<file path="src/rtl/sm_host_drv.sv">
// sm_host_drv: host-side driver for the serial string-match interface.
// Holds one string and one pattern in local buffers written by a controller
// while idle. A job serialises the string (optional) and the pattern onto
// chardata/isstring/ispattern, then waits for the matcher's valid strobe and
// reports the captured result with a one-cycle res_valid pulse.
//
// Ports:
//   clk, reset          clock, asynchronous active-high reset
//   str_we/str_waddr    string buffer write (accepted only when idle)
//   pat_we/pat_waddr    pattern buffer write (accepted only when idle)
//   wdata               buffer write data
//   str_len/pat_len     job lengths, sampled at start (0 -> 1, saturating)
//   start, send_str     job request; send_str forces string transmission
//   busy                high while a job is in progress
//   chardata/isstring/ispattern  serial interface to the matcher
//   match/match_index/valid      matcher result
//   res_valid/res_match/res_index/res_timeout  captured job result
//
// Optional build macro SM_HOST_DRV_STATS_EN adds job_cnt and match_cnt,
// saturating counters of completed jobs and of completed matching jobs.
module sm_host_drv #(
  parameter int unsigned STR_MAX = 32,
  parameter int unsigned PAT_MAX = 8,
  parameter int unsigned DATA_W  = 8,
  parameter int unsigned TIMEOUT = 255
) (
  input  logic              clk,
  input  logic              reset,
  input  logic              str_we,
  input  logic [4:0]        str_waddr,
  input  logic              pat_we,
  input  logic [2:0]        pat_waddr,
  input  logic [DATA_W-1:0] wdata,
  input  logic [5:0]        str_len,
  input  logic [3:0]        pat_len,
  input  logic              start,
  input  logic              send_str,
  output logic              busy,
  output logic [DATA_W-1:0] chardata,
  output logic              isstring,
  output logic              ispattern,
  input  logic              match,
  input  logic [4:0]        match_index,
  input  logic              valid,
  output logic              res_valid,
  output logic              res_match,
  output logic [4:0]        res_index,
  output logic              res_timeout
`ifdef SM_HOST_DRV_STATS_EN
  ,
  output logic [7:0]        job_cnt,
  output logic [7:0]        match_cnt
`endif
);

  localparam int unsigned SAW = (STR_MAX > 1) ? $clog2(STR_MAX) : 1;
  localparam int unsigned PAW = (PAT_MAX > 1) ? $clog2(PAT_MAX) : 1;

  typedef enum logic [2:0] {IDLE, SEND_STR, SEND_PAT, WAIT, DONE} state_t;

  state_t             state, state_n;
  logic [DATA_W-1:0]  str_mem [STR_MAX];
  logic [DATA_W-1:0]  pat_mem [PAT_MAX];
  logic [5:0]         slen, slen_n, slen_eff;
  logic [3:0]         plen, plen_n, plen_eff;
  logic [5:0]         idx, idx_n;
  logic [7:0]         tcnt, tcnt_n;
  logic               str_sent, str_sent_n;
  logic               busy_n, isstring_n, ispattern_n, res_valid_n;
  logic               res_match_n, res_timeout_n;
  logic [4:0]         res_index_n;
  logic [DATA_W-1:0]  chardata_n;

  // Buffer storage; writes are dropped while a job is running.
  always_ff @(posedge clk) begin
    if (state == IDLE) begin
      if (str_we) str_mem[SAW'(str_waddr)] <= wdata;
      if (pat_we) pat_mem[PAW'(pat_waddr)] <= wdata;
    end
  end

  // Effective job lengths: zero means one, overlong saturates to the buffer depth.
  always_comb begin
    slen_eff = str_len;
    plen_eff = pat_len;
    if (str_len == 6'd0)              slen_eff = 6'd1;
    else if (str_len > 6'(STR_MAX))   slen_eff = 6'(STR_MAX);
    if (pat_len == 4'd0)              plen_eff = 4'd1;
    else if (pat_len > 4'(PAT_MAX))   plen_eff = 4'(PAT_MAX);
  end

  // Next state plus next values of the registered outputs. idx holds the
  // index of the next character to drive, since the current one is already
  // on the output registers.
  always_comb begin
    state_n       = state;
    idx_n         = idx;
    slen_n        = slen;
    plen_n        = plen;
    tcnt_n        = tcnt;
    str_sent_n    = str_sent;
    chardata_n    = '0;
    isstring_n    = 1'b0;
    ispattern_n   = 1'b0;
    res_valid_n   = 1'b0;
    res_match_n   = res_match;
    res_index_n   = res_index;
    res_timeout_n = res_timeout;

    case (state)
      IDLE: begin
        if (start) begin
          slen_n = slen_eff;
          plen_n = plen_eff;
          idx_n  = 6'd1;
          if (send_str || !str_sent) begin
            state_n    = SEND_STR;
            chardata_n = str_mem[SAW'(0)];
            isstring_n = 1'b1;
          end else begin
            state_n     = SEND_PAT;
            chardata_n  = pat_mem[PAW'(0)];
            ispattern_n = 1'b1;
          end
        end
      end
      SEND_STR: begin
        str_sent_n = 1'b1;
        if (idx == slen) begin
          state_n     = SEND_PAT;
          chardata_n  = pat_mem[PAW'(0)];
          ispattern_n = 1'b1;
          idx_n       = 6'd1;
        end else begin
          chardata_n = str_mem[SAW'(idx)];
          isstring_n = 1'b1;
          idx_n      = idx + 6'd1;
        end
      end
      SEND_PAT: begin
        if (idx == {2'b00, plen}) begin
          // tcnt counts clock edges since entering WAIT, the entry edge included
          state_n = WAIT;
          idx_n   = 6'd0;
          tcnt_n  = 8'd1;
        end else begin
          chardata_n  = pat_mem[PAW'(idx)];
          ispattern_n = 1'b1;
          idx_n       = idx + 6'd1;
        end
      end
      WAIT: begin
        tcnt_n = tcnt + 8'd1;
        if (valid) begin
          state_n       = DONE;
          res_match_n   = match;
          res_index_n   = match_index;
          res_timeout_n = 1'b0;
        end else if (tcnt_n >= 8'(TIMEOUT)) begin
          state_n       = DONE;
          res_match_n   = 1'b0;
          res_index_n   = 5'd0;
          res_timeout_n = 1'b1;
        end
      end
      DONE: begin
        res_valid_n = 1'b1;
        tcnt_n      = 8'd0;
        state_n     = IDLE;
      end
      default: state_n = IDLE;
    endcase

    busy_n = (state_n != IDLE);
  end

  // State and output registers.
  always_ff @(posedge clk or posedge reset) begin
    if (reset) begin
      state       <= IDLE;
      idx         <= '0;
      slen        <= '0;
      plen        <= '0;
      tcnt        <= '0;
      str_sent    <= 1'b0;
      busy        <= 1'b0;
      chardata    <= '0;
      isstring    <= 1'b0;
      ispattern   <= 1'b0;
      res_valid   <= 1'b0;
      res_match   <= 1'b0;
      res_index   <= '0;
      res_timeout <= 1'b0;
    end else begin
      state       <= state_n;
      idx         <= idx_n;
      slen        <= slen_n;
      plen        <= plen_n;
      tcnt        <= tcnt_n;
      str_sent    <= str_sent_n;
      busy        <= busy_n;
      chardata    <= chardata_n;
      isstring    <= isstring_n;
      ispattern   <= ispattern_n;
      res_valid   <= res_valid_n;
      res_match   <= res_match_n;
      res_index   <= res_index_n;
      res_timeout <= res_timeout_n;
    end
  end

`ifdef SM_HOST_DRV_STATS_EN
  // Saturating job statistics, advanced on each result pulse.
  always_ff @(posedge clk or posedge reset) begin
    if (reset) begin
      job_cnt   <= 8'd0;
      match_cnt <= 8'd0;
    end else if (res_valid) begin
      if (job_cnt != 8'hFF)                 job_cnt   <= job_cnt + 8'd1;
      if (res_match && match_cnt != 8'hFF)  match_cnt <= match_cnt + 8'd1;
    end
  end
`endif

endmodule

</file>
<file path="config.mk">
export PLATFORM = sky130hd
export DESIGN_NAME = sm_host_drv
export DESIGN_NICKNAME = d
export VERILOG_FILES = /design/src/rtl/sm_host_drv.sv
export SDC_FILE = /design/constraint.sdc
export NUM_CORES = 1
export LEC_CHECK = 0
export CAP_MARGIN = 40
export CORE_MARGIN = 2
export CORE_UTILIZATION = 60
export CTS_CLUSTER_DIAMETER = 50
export DETAILED_ROUTE_END_ITERATION = 10
export PLACE_DENSITY = 0.9
export SETUP_SLACK_MARGIN = 0.3
export SYNTH_ARGS = -nofsm -noshare
export SYNTH_HDL_FRONTEND = slang
export SYNTH_SLANG_ARGS = --single-unit
</file>
<file path="constraint.sdc">
create_clock -name clk -period 2.6 [get_ports clk]
set_input_delay 0.52 -clock clk [delete_from_list [all_inputs] [get_ports clk]]
set_output_delay 0.52 -clock clk [all_outputs]
set_load 0.01 [all_outputs]
</file>
* Word-level counts from Yosys, hierarchy flattened
Memories as Yosys holds them, arrays and structs flattened. Index checks and enable logic that the tools add are counted.
Word-level totals: bits in writable memories 320, bits in latches 0, input port bits 39, memories kept 2, output and inout bits 19, word-level logic and storage cells 86, bits in read-only memories 0, flip-flop bits (word level) 47
Cells by class: eq/ne operators 8, bitwise gates (word level) 0, shift-type cells 0, reductions and logical operators 13, muxes and demuxes 44, divide/modulo/power cells 0, $mul 0, order comparisons 3, add/subtract/negate cells 2
Memories:
- str_mem | words 32, bits a word 8, read ports 2, clocked after Yosys merged registers in 0, wr ports 1, RTL line 62 | logic [DATA_W-1:0] str_mem [STR_MAX];
- pat_mem | words 8, bits a word 8, read ports 2, clocked after Yosys merged registers in 0, wr ports 1, RTL line 63 | logic [DATA_W-1:0] pat_mem [PAT_MAX];
Operator list (count):
- $pmux 8 s3 | 2
- $mux 8 | 5
- $mux 6 | 5
- $mux 1 | 18
- $pmux 6 s3 | 1
- $mux 3 | 5
- $pmux 3 s4 | 1
- $mux 5 | 2
- $reduce_bool 3->1 | 3
- $add 8x1->8 const B | 1
- $ge 8x8->1 const B | 1
- $mux 4 | 2
- $reduce_and 2->1 | 4
- $add 6x1->6 const B | 1
- $eq 3x2->1 const B | 2
- $eq 6x4->1 | 1
- $eq 6x6->1 | 1
- $gt 6x6->1 const B | 1
- $logic_not 6->1 | 1
- $gt 4x4->1 const B | 1
- $logic_not 4->1 | 1
- $ne 2x2->1 const B | 2
- $eq 3x1->1 const B | 1
- $eq 3x3->1 const B | 1
- 7 further kinds | 7

* Logic depth before layout (Yosys ltp)
depth after elaboration 6, gate-level depth with buffers 8, mapped depth without buffers 6

* Worst setup path after synthesis
No wires, ideal clock.
path kind register to register, from register state[2], to memory str_mem[0][0] (enable), period minus slack after synthesis 2.175 ns, data arrival time 1.805 ns, library setup time 0.370 ns, data required time 2.230 ns, stages on the path, launching flop included 7, buffers on the path 2, setup slack 0.425 ns, cell sequence dfrtp_1 > clkbuf_1 > nor3_1 > nand2_1 > or3_1 > clkbuf_1 > nor2_1
On the way: longest elaborated chain between the ends 3
Ends and longest elaborated chain:
- start: declaration | RTL line 61 | state_t state, state_n;
- start signal: assignment | RTL line 195 | state <= state_n;
- $logic_not 3->1 | RTL line 76 | if (state == IDLE) begin
- $mux 1 | RTL line 76
- $mux 1 (not written as such) | RTL line 77 | if (str_we) str_mem[SAW'(str_waddr)] <= wdata;
- end: declaration | RTL line 62
No other way between the ends.

* Worst setup path in the final report
from register idx[2], to register chardata[6]
On the way: longest elaborated chain between the ends 3, elaborated cells between the ends (all ways) 7, classes of those cells eq/ne (2); mux (3); memory (2)
Ends and longest elaborated chain:
- start: declaration | RTL line 66 | logic [5:0] idx, idx_n;
- start signal: assignment | RTL line 196 | idx <= idx_n;
- $mem_v2 32x8, or another cell as far along
- $mux 8 (on tied branches) | RTL line 129, 141
- $pmux 8 s3 (*) | RTL line 110 | case (state)
- via chardata_n[6] | RTL line 72 | logic [DATA_W-1:0] chardata_n;
- end signal: assignment | RTL line 202 | chardata <= chardata_n;
- end: declaration | RTL line 39 | output logic [DATA_W-1:0] chardata,
The timed path passes the listed nets; every way through them passes the cells marked *. A chain may end at the register's enable or synchronous reset.

==> run metrics <==
run status=finished, final reports clean; dpl ws=between 0.15 and 0.2 ns; Syn Std Cell Area=about 0.015 sq mm; setup TNS=0 ns; Reg clk slew, reported paths=about 0.060 ns; Routed Antenna Nets=0; Slew HR=between 40% and 50%; CTS tree=built; first-pass GRT wire length=51500 um; 1st-iter DRT viols=roughly 1100; Overflow after GRT=0; Mapped Cells=around 830; Fin. Hold Viols=0; WL/cell=25.5 um; most common cell in the synthesized netlist=edfxtp_1; initial antenna violation count=0; count of buffer and inverter cells on the critical path=1; post-synth top area cell=edfxtp_1; # clock sinks=~370; Seq/Total Area, Yosys=between 70% and 80%; vias in the first global route=about 8600; CTS H-Tree Depth=2; Mean Syn Cell Area=approximately 18 sq um; Reg2Reg Depth=5; DRT Wirelength=about 34000 um; area of the die=0.0261 sq mm; max cap viols=0; worst-margin pin slew=around 0.75 ns; Layout Cells excl Fill=1326; FF-to-FF End=chardata[6]; element type at the critical path end=flop; top-area cell type share of the netlist area=between 60 and 70%; via/cell ratio=~6.5; Tcrit/Tclk final=between 80% and 90%; Pwr Density=~940 mW/mm^2; largest family of logic cells by synthesized area=multiplexers; multiplexer share of the synthesized area=14.6%; ys async rst share=12.8%; ANT cells=0; worst-path maximum fanout=21; Max IR drop VDD=between 0.5 and 0.6 mV; Post-synth EDFFs=between 300 and 400; die width=between 150 and 200 um; DR pass1 iterations=7; vias after detailed routing=approximately 8600; synth unique cells=50; Worst Path Required=2.99 ns; Synth Area in Simple Gates=between 5 and 6%; multi-input logic area=a little under 0.004 sq mm; Longest Clk Path Bufs=3; largest net degree at the start of global routing=43; Mapped Nets=876; Slowest-stage cell, CP=dfrtp_2; CTS Buf Count=37; Initial Utilization=about three fifths; fin crit period=2.26 ns; Crit Path Class=flop to flop; area grow syn2layout=17.9%; Tot Pwr=16.5 mW; Compound-Gate Fraction of Synth Area=~4.2%; Core Rows=57; ys flop type=edfxtp_1; fin. max-slew vios=0; Die Height=roughly 160 um; Post-Synth XOR/XNOR Area=less than 1%; Fin Clk Skew=about 0.017 ns; Slowest Stage Delay on Critical Path=~0.72 ns; RSZ-0062 raised after global routing=false; IO buf count=57; number of top-level pins=between 50 and 60; Final Setup Violations=0; YS warnings=0; Synth area leaders=edfxtp_1 64%, mux4_2 12%, dfrtp_1 7.9%; # DRC=0; R2R setup slack=0.34 ns; Total Routing Usage GR=26.7%; Adder-Cell Fraction of Synth Area=less than 1%; clock latency on the worst-skew pair=0.54 ns; kind of cell adding the most delay to the critical path=flip-flops; worst setup slack after layout=0.345 ns; Leak=about 5.9 nW; Post-synth top cells=320 x edfxtp_1, 82 x mux4_2, 69 x nand2_1, 60 x nor2_1, 47 x dfrtp_1; final layout net count=slightly above 1000; sequential cell area=roughly 0.011 sq mm; Yosys reg bits=roughly 370; data arrival time of the worst path=around 2.7 ns; CP cell instances=buf_4 > mux4_2 > mux2_2 > o211ai_1 > nand4_1; # fillers=about 1400; Cells after DPL=1253; Max Clock Freq=roughly 440 MHz; floorplan core area=between 0.02 and 0.025 sq mm; share of layout cells above drive strength 1=between 20% and 30%; Critical R2R Launch=idx[2]; placer congestion estimate=approximately 0.83; hpwl dp=20300 um; clk root buf=clkbuf_16; critical path startpoint category=flop; Hold WC Path Type=primary input to asynchronous set/reset pin; final core occ=a little over 70%
==> final cells by class <==
class | count | area share [%]
Clock buffer | 44 | 5.42
Sequential cell | 367 | 61.4
Clock inverter | 21 | 1.17
Multi-Input combinational cell | 411 | 22.0
Tap cell | 324 | 2.31
Inverter | 16 | 0.342
Timing Repair Buffer | 143 | 7.36
==> metrics by stage <==
step                      instance area [sq um]  hold slack [ns]
after global routing                      17600            0.205
after global placement                    16300            0.445
final                                     17600            0.206
after detailed placement                  16300            0.444
after CTS                                 17500            0.198
after floorplan                           14900            0.426
==> worst reg2reg max path, stage by stage (launching register included) <==
cell      delay [ns]
dfrtp_2         0.72
buf_4           0.34
mux4_2          0.33
mux2_2          0.28
o211ai_1        0.32
nand4_1         0.14
==> how the worst max path moves through the flow <==
stage,startpoint,end,slack [ns],cells after the start
5_1_grt,idx[0],chardata[2],0.31,6
2_1_floorplan,state[2],str_mem[0][0],0.42,6
3_5_place_dp,start,chardata[7],0.16,6
3_3_place_gp,start,state[1],0.22,6
6_report,idx[2],chardata[6],0.34,5
4_1_cts,idx[0],chardata[4],0.34,6
==> cells in the final DEF, fill, tap and decap left out, drive strengths merged, types with 4 or more instances in the layout <==
cell	n
o21ai	24
xnor2	5
a22o	5
nand4	11
a211o	5
mux2i	15
nand2b	13
a21oi	5
o211ai	14
mux2	16
xor2	11
inv	19
nor2	61
mux4	82
nand2	69
nand3b	4
dfrtp	47
nor2b	5
clkdlybuf4s50	57
nand3	6
nor3	10
clkinvlp	4
o31ai	6
buf	86
clkinv	12
a22oi	17
clkbuf	44
edfxtp	320
==> metal layers <==
| layer | vias up | wire [um] | track usage [%] |
|---|---|---|---|
| met2 | 502 | 16800 | 43.7 |
| met5 | - | 0 | 0 |
| met3 | 74 | 3310 | 4.90 |
| li1 | 3597 | - | - |
| met4 | 0 | 989 | 8.89 |
| met1 | 4388 | 12600 | 37.2 |
==> report_power, final <==
group | total, mW | switching, mW | internal (mW)
Clock | 5.07 | 2.21 | 2.86
Sequential | 7.04 | 0.292 | 6.75
Combinational | 4.43 | 2.28 | 2.16
==> state kept, by name, indices dropped and copies added (netlist names), 3 cells and up <==
| register | count |
|---|---|
| pat_mem | 64 |
| res_index | 5 |
| str_mem | 256 |
| idx | 6 |
| slen | 6 |
| plen | 4 |
| chardata | 8 |
| tcnt | 8 |
| state | 3 |
==> kinds of logic after synthesis <==
group / Yosys count
mux: 113
compound gates: 87
buf+inv: 56
flops: 367
xor+xnor: 16
fa+ha+maj: 3
simple gates: 192
==> what timing repair did <==
item,4_1_cts,5_1_grt
setup endpoints to repair,9,3
resized for setup,3,1
setup buffers,5,3
hold endpoints to repair,0,0
hold buffers,0,0
pin swaps,0,0
No activity file was read; power rests on OpenSTA's default activity.
